<file path="src/rtl/cpu_pkg.sv">
// Shared definitions for the execute-stage multiply/divide unit.
//   mdu_op_t    : operation encoding carried on the 'op' port.
//   mdu_state_t : sequencer FSM states.
//   MDU_WIDTH / MDU_ITERS : default datapath width and iteration count.
package cpu_pkg;

  localparam int MDU_WIDTH = 32;
  localparam int MDU_ITERS = MDU_WIDTH;

  typedef enum logic [1:0] {
    MDU_MULT  = 2'b00,
    MDU_MULTU = 2'b01,
    MDU_DIV   = 2'b10,
    MDU_DIVU  = 2'b11
  } mdu_op_t;

  typedef enum logic [1:0] {
    ST_IDLE = 2'b00,
    ST_RUN  = 2'b01,
    ST_FIX  = 2'b10,
    ST_DONE = 2'b11
  } mdu_state_t;

  // Signed variants are the even encodings.
  function automatic logic op_is_signed(input mdu_op_t o);
    return (o == MDU_MULT) || (o == MDU_DIV);
  endfunction

  function automatic logic op_is_div(input mdu_op_t o);
    return (o == MDU_DIV) || (o == MDU_DIVU);
  endfunction

endpackage

</file>
<file path="src/rtl/mdu_iter_step.sv">
// Combinational single radix-2 iteration of the multiply/divide datapath.
//   is_div          : 1 = restoring-divide step, 0 = shift-add multiply step
//   acc, aux        : current {acc,aux} pair
//                     multiply: {product high, product low / remaining multiplier}
//                     divide  : {remainder, quotient / remaining dividend}
//   operand         : multiplicand (multiply) or divisor (divide) magnitude
//   acc_next, aux_next : pair after this iteration
module mdu_iter_step #(
  parameter int WIDTH = 32
) (
  input  logic             is_div,
  input  logic [WIDTH-1:0] acc,
  input  logic [WIDTH-1:0] aux,
  input  logic [WIDTH-1:0] operand,
  output logic [WIDTH-1:0] acc_next,
  output logic [WIDTH-1:0] aux_next
);

  logic [WIDTH:0]   sum;
  logic [WIDTH:0]   rem_shift;
  logic [WIDTH-1:0] quot_shift;
  logic [WIDTH-1:0] diff;
  logic             fits;

  always_comb begin
    // Multiply: add the multiplicand into the upper half when the multiplier
    // LSB is set; the carry of that add becomes the new MSB after the shift.
    sum = {1'b0, acc} + (aux[0] ? {1'b0, operand} : '0);

    // Divide: {rem,quot} shifted left one bit. The shifted remainder needs
    // WIDTH+1 bits before the trial subtract.
    rem_shift  = {acc, aux[WIDTH-1]};
    quot_shift = {aux[WIDTH-2:0], 1'b0};
    fits       = (rem_shift >= {1'b0, operand});
    // When the subtract fits, the true difference is below the divisor, so the
    // low WIDTH bits of a modulo-2^WIDTH subtract are exact.
    diff       = rem_shift[WIDTH-1:0] - operand;

    if (is_div) begin
      acc_next = fits ? diff : rem_shift[WIDTH-1:0];
      aux_next = quot_shift | {{(WIDTH-1){1'b0}}, fits};
    end else begin
      acc_next = sum[WIDTH:1];
      aux_next = {sum[0], aux[WIDTH-1:1]};
    end
  end

endmodule

</file>
<file path="src/rtl/mdu_sequencer.sv">
// Multi-cycle MULT/MULTU/DIV/DIVU sequencer owning the HI/LO registers.
//   clk, rst         : clock, synchronous active-high reset
//   start, op        : operation request and encoding (sampled in IDLE/DONE)
//   op_src_1/2       : multiplicand/dividend, multiplier/divisor
//   hi_we, lo_we     : MTHI/MTLO strobes with wdata (ignored while busy)
//   busy             : operation in flight (RUN or FIX)
//   done             : one-cycle pulse, hi/lo hold the new result
//   div_by_zero      : pulses with done for a divide by zero
//   hi, lo           : architectural HI/LO registers
//
// Handshake: start is a request with no ready wire; it is taken on any edge
// where the unit is in IDLE or DONE (busy==0) and dropped silently otherwise.
// done is the single-cycle completion indication; there is no back-pressure.
module mdu_sequencer
  import cpu_pkg::*;
#(
  parameter int WIDTH = 32,
  parameter int ITERS = WIDTH
) (
  input  logic             clk,
  input  logic             rst,
  input  logic             start,
  input  logic [1:0]       op,
  input  logic [WIDTH-1:0] op_src_1,
  input  logic [WIDTH-1:0] op_src_2,
  input  logic             hi_we,
  input  logic             lo_we,
  input  logic [WIDTH-1:0] wdata,
  output logic             busy,
  output logic             done,
  output logic             div_by_zero,
  output logic [WIDTH-1:0] hi,
  output logic [WIDTH-1:0] lo
);

  localparam int CW = (ITERS > 1) ? $clog2(ITERS) : 1;

  mdu_state_t state_q, state_d;

  logic [CW-1:0]    cnt;
  logic [WIDTH-1:0] acc, aux, operand;
  logic             is_div_q, neg_res_q, neg_rem_q, dbz_q;

  mdu_op_t          op_e;
  logic             accept_ready, accept, div_zero;
  logic             sign_1, sign_2;
  logic [WIDTH-1:0] mag_1, mag_2;
  logic [WIDTH-1:0] acc_next, aux_next;

  logic [2*WIDTH-1:0] prod_fix;
  logic [WIDTH-1:0]   quot_fix, rem_fix;

  mdu_iter_step #(.WIDTH(WIDTH)) u_step (
    .is_div   (is_div_q),
    .acc      (acc),
    .aux      (aux),
    .operand  (operand),
    .acc_next (acc_next),
    .aux_next (aux_next)
  );

  // Operand decode: signed ops work on two's-complement magnitudes held as
  // unsigned WIDTH bits, so the most-negative value maps to 2^(WIDTH-1).
  always_comb begin
    op_e   = mdu_op_t'(op);
    sign_1 = op_is_signed(op_e) & op_src_1[WIDTH-1];
    sign_2 = op_is_signed(op_e) & op_src_2[WIDTH-1];
    mag_1  = sign_1 ? (~op_src_1 + 1'b1) : op_src_1;
    mag_2  = sign_2 ? (~op_src_2 + 1'b1) : op_src_2;
    div_zero = op_is_div(op_e) && (op_src_2 == '0);
  end

  // Sign correction applied in FIX, committed to hi/lo on the edge into DONE.
  always_comb begin
    prod_fix = neg_res_q ? (~{acc, aux} + 1'b1) : {acc, aux};
    quot_fix = neg_res_q ? (~aux + 1'b1) : aux;
    rem_fix  = neg_rem_q ? (~acc + 1'b1) : acc;
  end

  // Next-state and outputs.
  always_comb begin
    state_d      = state_q;
    accept_ready = 1'b0;
    accept       = 1'b0;
    busy         = 1'b0;
    done         = 1'b0;
    div_by_zero  = 1'b0;
    case (state_q)
      ST_IDLE, ST_DONE: begin
        accept_ready = 1'b1;
        done         = (state_q == ST_DONE);
        div_by_zero  = (state_q == ST_DONE) && dbz_q;
        if (start) begin
          accept  = 1'b1;
          state_d = div_zero ? ST_DONE : ST_RUN;
        end else begin
          state_d = ST_IDLE;
        end
      end
      ST_RUN: begin
        busy = 1'b1;
        if (cnt == '0) state_d = ST_FIX;
      end
      ST_FIX: begin
        busy    = 1'b1;
        state_d = ST_DONE;
      end
      default: state_d = ST_IDLE;
    endcase
  end

  always_ff @(posedge clk) begin
    if (rst) begin
      state_q <= ST_IDLE;
    end else begin
      state_q <= state_d;
    end
  end

  // Datapath and HI/LO. Later assignments in this block take priority, which
  // lets a result overwrite an MTHI/MTLO issued on the same accepting edge.
  always_ff @(posedge clk) begin
    if (rst) begin
      cnt       <= '0;
      acc       <= '0;
      aux       <= '0;
      operand   <= '0;
      is_div_q  <= 1'b0;
      neg_res_q <= 1'b0;
      neg_rem_q <= 1'b0;
      dbz_q     <= 1'b0;
      hi        <= '0;
      lo        <= '0;
    end else begin
      dbz_q <= accept && div_zero;

      if (accept_ready && hi_we) hi <= wdata;
      if (accept_ready && lo_we) lo <= wdata;

      case (state_q)
        ST_IDLE, ST_DONE: begin
          if (accept) begin
            is_div_q  <= op_is_div(op_e);
            neg_res_q <= sign_1 ^ sign_2;
            neg_rem_q <= sign_1;
            cnt       <= CW'(ITERS - 1);
            acc       <= '0;
            if (op_is_div(op_e)) begin
              aux     <= mag_1;
              operand <= mag_2;
            end else begin
              aux     <= mag_2;
              operand <= mag_1;
            end
            // Divide by zero completes immediately with a fixed result.
            if (div_zero) begin
              hi <= op_src_1;
              lo <= '1;
            end
          end
        end
        ST_RUN: begin
          acc <= acc_next;
          aux <= aux_next;
          if (cnt != '0) cnt <= cnt - 1'b1;
        end
        ST_FIX: begin
          if (is_div_q) begin
            hi <= rem_fix;
            lo <= quot_fix;
          end else begin
            hi <= prod_fix[2*WIDTH-1:WIDTH];
            lo <= prod_fix[WIDTH-1:0];
          end
        end
        default: ;
      endcase
    end
  end

endmodule

</file>
<file path="config.mk">
export PLATFORM = sky130hd
export DESIGN_NAME = mdu_sequencer
export DESIGN_NICKNAME = d
export VERILOG_FILES = /design/src/rtl/cpu_pkg.sv /design/src/rtl/mdu_iter_step.sv /design/src/rtl/mdu_sequencer.sv
export SDC_FILE = /design/constraint.sdc
export NUM_CORES = 1
export LEC_CHECK = 0
export ABC_CLOCK_PERIOD_IN_PS = 3900
export CAP_MARGIN = 25
export CORE_AREA = 2 2 189 191
export DETAILED_ROUTE_END_ITERATION = 7
export DIE_AREA = 0 0 191 193
export PLACE_DENSITY = 0.66
export SKIP_LAST_GASP = 1
export SLEW_MARGIN = 20
export SYNTH_ARGS = -nofsm -noshare
export SYNTH_HDL_FRONTEND = slang
export SYNTH_SLANG_ARGS = --single-unit
</file>
<file path="constraint.sdc">
create_clock -name clk -period 3.9 [get_ports clk]
set_clock_uncertainty 0.1 [all_clocks]
set_input_delay 0.39 -clock clk [delete_from_list [all_inputs] [get_ports clk]]
set_output_delay 0.39 -clock clk [all_outputs]
set_load 0.01 [all_outputs]
</file>
* Yosys cells after proc, flatten, opt, wreduce, memory -nomap -nowiden
Index checks and enable logic that the tools add are counted.
Operators by class: reduce and logical (&&, ||, !) cells 18, magnitude comparators 1, bitwise gates (word level) 9, muxes and demuxes 38, add/sub/neg operators 8, equal/unequal tests 8
Operator list (count):
- 32-bit 2-to-1 mux | 20
- 32-bit case mux with 2 select lines | 4
- 32-bit by 1-bit adder with 32-bit output, second input constant | 4
- 32-bit NOT | 4
- 64-bit by 1-bit adder with 64-bit output, second input constant | 1
- 64-bit 2-to-1 mux | 1
- 64-bit NOT | 1
- 32-bit by 33-bit adder with 33-bit output | 1
- 33-bit by 32-bit >= comparator with 1-bit output | 1
- 32-bit zero test | 1
- 32-bit by 1-bit bitwise OR with 32-bit output | 1
- 32-bit subtractor | 1
- 5-bit 2-to-1 mux | 2
- 5-bit case mux with 2 select lines | 1
- 2-bit equality test, second input constant | 4
- 1-bit 2-to-1 mux | 6
- 2-bit 2-to-1 mux | 3
- 2-bit != test, second input constant | 3
- 2-bit case mux with 3 select lines | 1
- 1-bit logical AND | 5
- 5-bit zero test | 1
- 5-bit nonzero test | 1
- 5-bit by 1-bit subtractor with 5-bit output, second input constant | 1
- 2-bit zero test | 2
- other kinds (8) | 12
Word-level totals: bits in registers 171

* Longest topological paths before layout
depth in word-level cells 8, gate-level depth with buffers 14, mapped depth without buffers 13

* By module
Synthesis repeated with hierarchy kept, for this count alone.
Unflattened totals: cell total of the unflattened synthesis 2213, area total of the unflattened synthesis 16355.7 µm²
Modules (own cells, without submodules):
- mdu_sequencer | times used 1, area an instance 11745.0 µm², cells each 1533, sequential area each 3423.3 µm²
- mdu_iter_step | times used 1, area an instance 4610.7 µm², cells each 680, sequential area each 0.0 µm²

* Worst setup path after synthesis
No wires, ideal clock.
kind register to register, start register aux[0], end register acc[29], data arrival time 3.165 ns, buffers on the path 2, period minus slack after synthesis 3.379 ns, path slack 0.521 ns, cell stages (with the launch flop) 15, path through dfxtp_1 -> inv_1 -> clkbuf_1 -> nor2_1 -> ha_1 -> buf_2 -> a21o_1 -> a31o_2 -> a221oi_1 -> inv_1 -> o41ai_1 -> o21ai_1 -> a221oi_1 -> xnor2_1 -> a21o_1
Between the ends: cells in the longest elaborated chain, start to end 4
RTL lines:
- start: declaration | line mdu_sequencer.sv:41 | logic [WIDTH-1:0] acc, aux, operand;
- start signal: assignment | line mdu_sequencer.sv:149 | aux <= mag_1;
- start signal: assignment | line mdu_sequencer.sv:152 | aux <= mag_2;
- start signal: assignment | line mdu_sequencer.sv:164 | aux <= aux_next;
- 32-bit 2-to-1 mux | line mdu_iter_step.sv:28 | sum = {1'b0, acc} + (aux[0] ? {1'b0, operand} : '0);
- 32-bit by 33-bit adder with 33-bit output | line mdu_iter_step.sv:28
- 32-bit 2-to-1 mux | line mdu_iter_step.sv:39 | if (is_div) begin
- 32-bit case mux with 2 select lines | line mdu_sequencer.sv:140 | case (state_q)
- end signal: assignment | line mdu_sequencer.sv:163 | acc <= acc_next;
- end: declaration | line mdu_sequencer.sv:41
Every way passes these cells. A chain may end at the register's enable or synchronous reset.

* Worst setup path after layout
start register aux[0], end register acc[24]
The elaborated chain is that of the path after synthesis.

==> summary.txt <==
Route
  – Initial drt markers: 1,616
  – DR WL/cell: 23.5 um
  – Pre-antenna DRT Iters: 6
  – Via Count: 17,500
  – Post-route ant nets: 0
  – Drt total wl: 65,100 um
  – DR vias/cell: 6.31
  – DRC violations left: 0

Critical path
  – Critical Path Max Stage Delay: 400 ps
  – Worst R2R Setup Slack: 220 ps
  – Max Fanout on Critical Path: 14
  – Critical path launch point type: flop
  – Crit path cell chain: inv_1 > buf_12 > buf_4 > nor2_1 > ha_1 > and4_1 > and4_1 > nand4_1 > a31oi_1 > buf_4 > a41oi_1 > o21ba_2 > xnor2_2 > a22oi_1 > o22ai_1
  – Critical Path End Type: flop
  – Crit path max-delay family: compound AO/OA/AOI/OAI gates
  – Crit path buf inv count: 4
  – CP required: 4100 ps
  – Critical setup path kind: flop to flop
  – Crit path max-delay cell type: ha_1
  – Worst endpoint data arrival time: 3880 ps

Job
  – Maxcap violations: 0

Placed design
  – Global placement routability congestion: 0.979
  – DP HPWL: 51,100 um
  – I/O Buffers: 169
  – DP Area: 18,200 sq um

Pwr
  – Total power: 11.2 mW
  – Pwr dens: 595 nW/um^2
  – Leakage: 7.69 nW
  – VDD IR max: 0.644 mV

Synth
  – EDFF count, synth: 0
  – Seq/Total Area, Yosys: 0.220
  – Mapped Cells: 2,137
  – Synthesized flop and latch total: 171
  – Mean Syn Cell Area: 7.27 sq um
  – Post-synth top area share: 0.220
  – Adder-Cell Fraction of Synth Area: 0.0630
  – Post-synthesis mux area share: 0.0607
  – Synth area leader: dfxtp_1
  – Combinational family with the most area after synthesis: compound AO/OA/AOI/OAI gates
  – Synth warn: 0
  – Post-synth cell types: 88
  – Syn nets: 2,317
  – Xor and xnor area share after synthesis: 0.100
  – Synth Area in Simple Gates: 0.206
  – Cell Area, Synth: 15,500 sq um
  – Ys flop type: dfxtp_1
  – Post-synthesis compound-gate area fraction: 0.291
  – Ys async rst share: 0
  – Synth area leaders: dfxtp_1 (22%), nor2_1 (7.9%), a21oi_1 (7.3%), ha_1 (6.0%), xnor2_1 (5.5%)

Clock network
  – Worst skew pair latency: 460 ps
  – Clk buf depth: 2
  – CTS H-tree depth: 4
  – Root buffer cell: clkbuf_16
  – Clock slew at reported path FFs: 70 ps
  – CTS buffer count: 17
  – Clock sinks: 171
  – CTS tree: built

Global routing
  – Largest net degree at the start of global routing: 112
  – Vias in the first global route: 16,200
  – Initial antenna violation count: 1
  – Gr ovfl total: 0
  – First-pass GRT wire length: 96,700 um
  – Total track usage: 0.346

STA
  – Fin. max-slew vios: 0
  – Final-report hold violation count: 0
  – Slew HR: 0.332
  – Setup TNS: 0 ps
  – Tmin final: 3680 ps
  – Unrepaired setup endpoints after global routing: false
  – Final clock period utilization by the worst path: 0.943
  – FMAX: 272 MHz
  – Worst slew pin tran: 988 ps
  – Endpoints failing setup: 0

Finish
  – FILL cells: 3,424
  – Share of layout cells above drive strength 1: 0.0954
  – Final layout net count: 2,474
  – Area Growth Syn to Fin: 20.9%
  – Commonest non-fill, non-tap cell in the layout: nor2_1
  – Most frequent cells in the layout: nor2_1 (327), a21oi_1 (226), dfxtp_1 (170), clkdlybuf4s50_1 (167), nand2_1 (136)
  – Post-route cell area: 18,800 sq um

Floorplan
  – Die area: 36,900 sq um
  – Die W: 191 um
  – Starting Density: 0.444
  – Chip Height: 193 um
  – Num ports: 170
  – Core area: 35,000 sq um
  – Row count: 69

Min path
  – Worst hold path class: input port to flop

Run status
  – Outcome: completed
==> power by group <==
group	switching, mW	internal, mW	total (mW)
Clock	0.839	0.977	1.82
Combinational	3.97	2.62	6.60
Sequential	0.529	2.24	2.77
==> cell families (layout without fill, tap and decap cells) <==
| logic type | Yosys count | after routing |
|---|---|---|
| other | 0 | 1 |
| AO/OA/AOI/OAI | 703 | 703 |
| buffers and inverters | 225 | 395 |
| flip-flops | 171 | 171 |
| adder cells (fa/ha/maj) | 77 | 77 |
| multiplexers | 92 | 92 |
| AND/OR/NAND/NOR | 692 | 692 |
| XOR/XNOR | 177 | 177 |
==> synth_stat cells, types with 27 or more instances <==
cell	count
a21o_1	27
nor2_1	328
a21oi_1	228
clkbuf_1	119
a211oi_1	112
nor3_1	59
a221oi_1	32
o21ai_0	122
xor2_1	79
mux2i_1	74
nand3_1	36
xnor2_1	97
inv_1	67
nand2_1	136
ha_1	75
dfxtp_1	171
==> registers in the layout, summed over array words and instances (netlist names), 2 cells and up <==
register,cells
operand,32
acc,32
state_q,2
cnt,5
lo,32
hi,32
aux,32
==> through the flow <==
step	cells	hold WS, ps	setup WS [ps]	util
floorplan	2137	332	521	-
global placement	2736	342	212	0.520
detailed placement	2736	348	198	0.520
CTS	2768	172	239	0.537
global route	2768	186	35.9	0.537
finish	2769	196	221	0.537
==> path summary, 6_finish.rpt <==
| path | end | start | depth (start not counted) |
|---|---|---|---|
| worst min register to register | operand[29]$_SDFFE_PP0P_ | operand[29]$_SDFFE_PP0P_ | 2 |
| worst min-delay path | operand[13]$_SDFFE_PP0P_ | rst | 2 |
| worst max-delay path | acc[24]$_SDFFE_PP0P_ | aux[0]$_SDFFE_PP0P_ | 15 |
| worst max register to register | acc[24]$_SDFFE_PP0P_ | aux[0]$_SDFFE_PP0P_ | 15 |
==> routing by layer <==
layer,vias up,routed length [um],global-route usage,part of all wire
met4,0,3610,0.193,0.055
li1,8091,-,-,-
met2,989,28300,0.547,0.43
met5,-,0,0,0
met3,178,6150,0.0595,0.094
met1,8208,27000,0.448,0.42
==> repair_timing <==
item	CTS	global route
resized for setup	0	1
endpoints found under the setup margin	0	1
hold buffers	0	0
buffers inserted	0	0
==> final cells by class <==
| class | instances | area, sq um | area share |
|---|---|---|---|
| multi-input combinational | 1741 | 11300 | 0.599 |
| inverter | 69 | 259 | 0.0138 |
| clock buffer | 18 | 439 | 0.0234 |
| tap | 461 | 577 | 0.0307 |
| timing repair buffer | 294 | 2670 | 0.142 |
| clock inverter | 14 | 159 | 0.00846 |
| antenna | 1 | 2.50 | 0.000133 |
| sequential | 171 | 3420 | 0.182 |
Note: power is estimated with default switching activity, not from simulation.
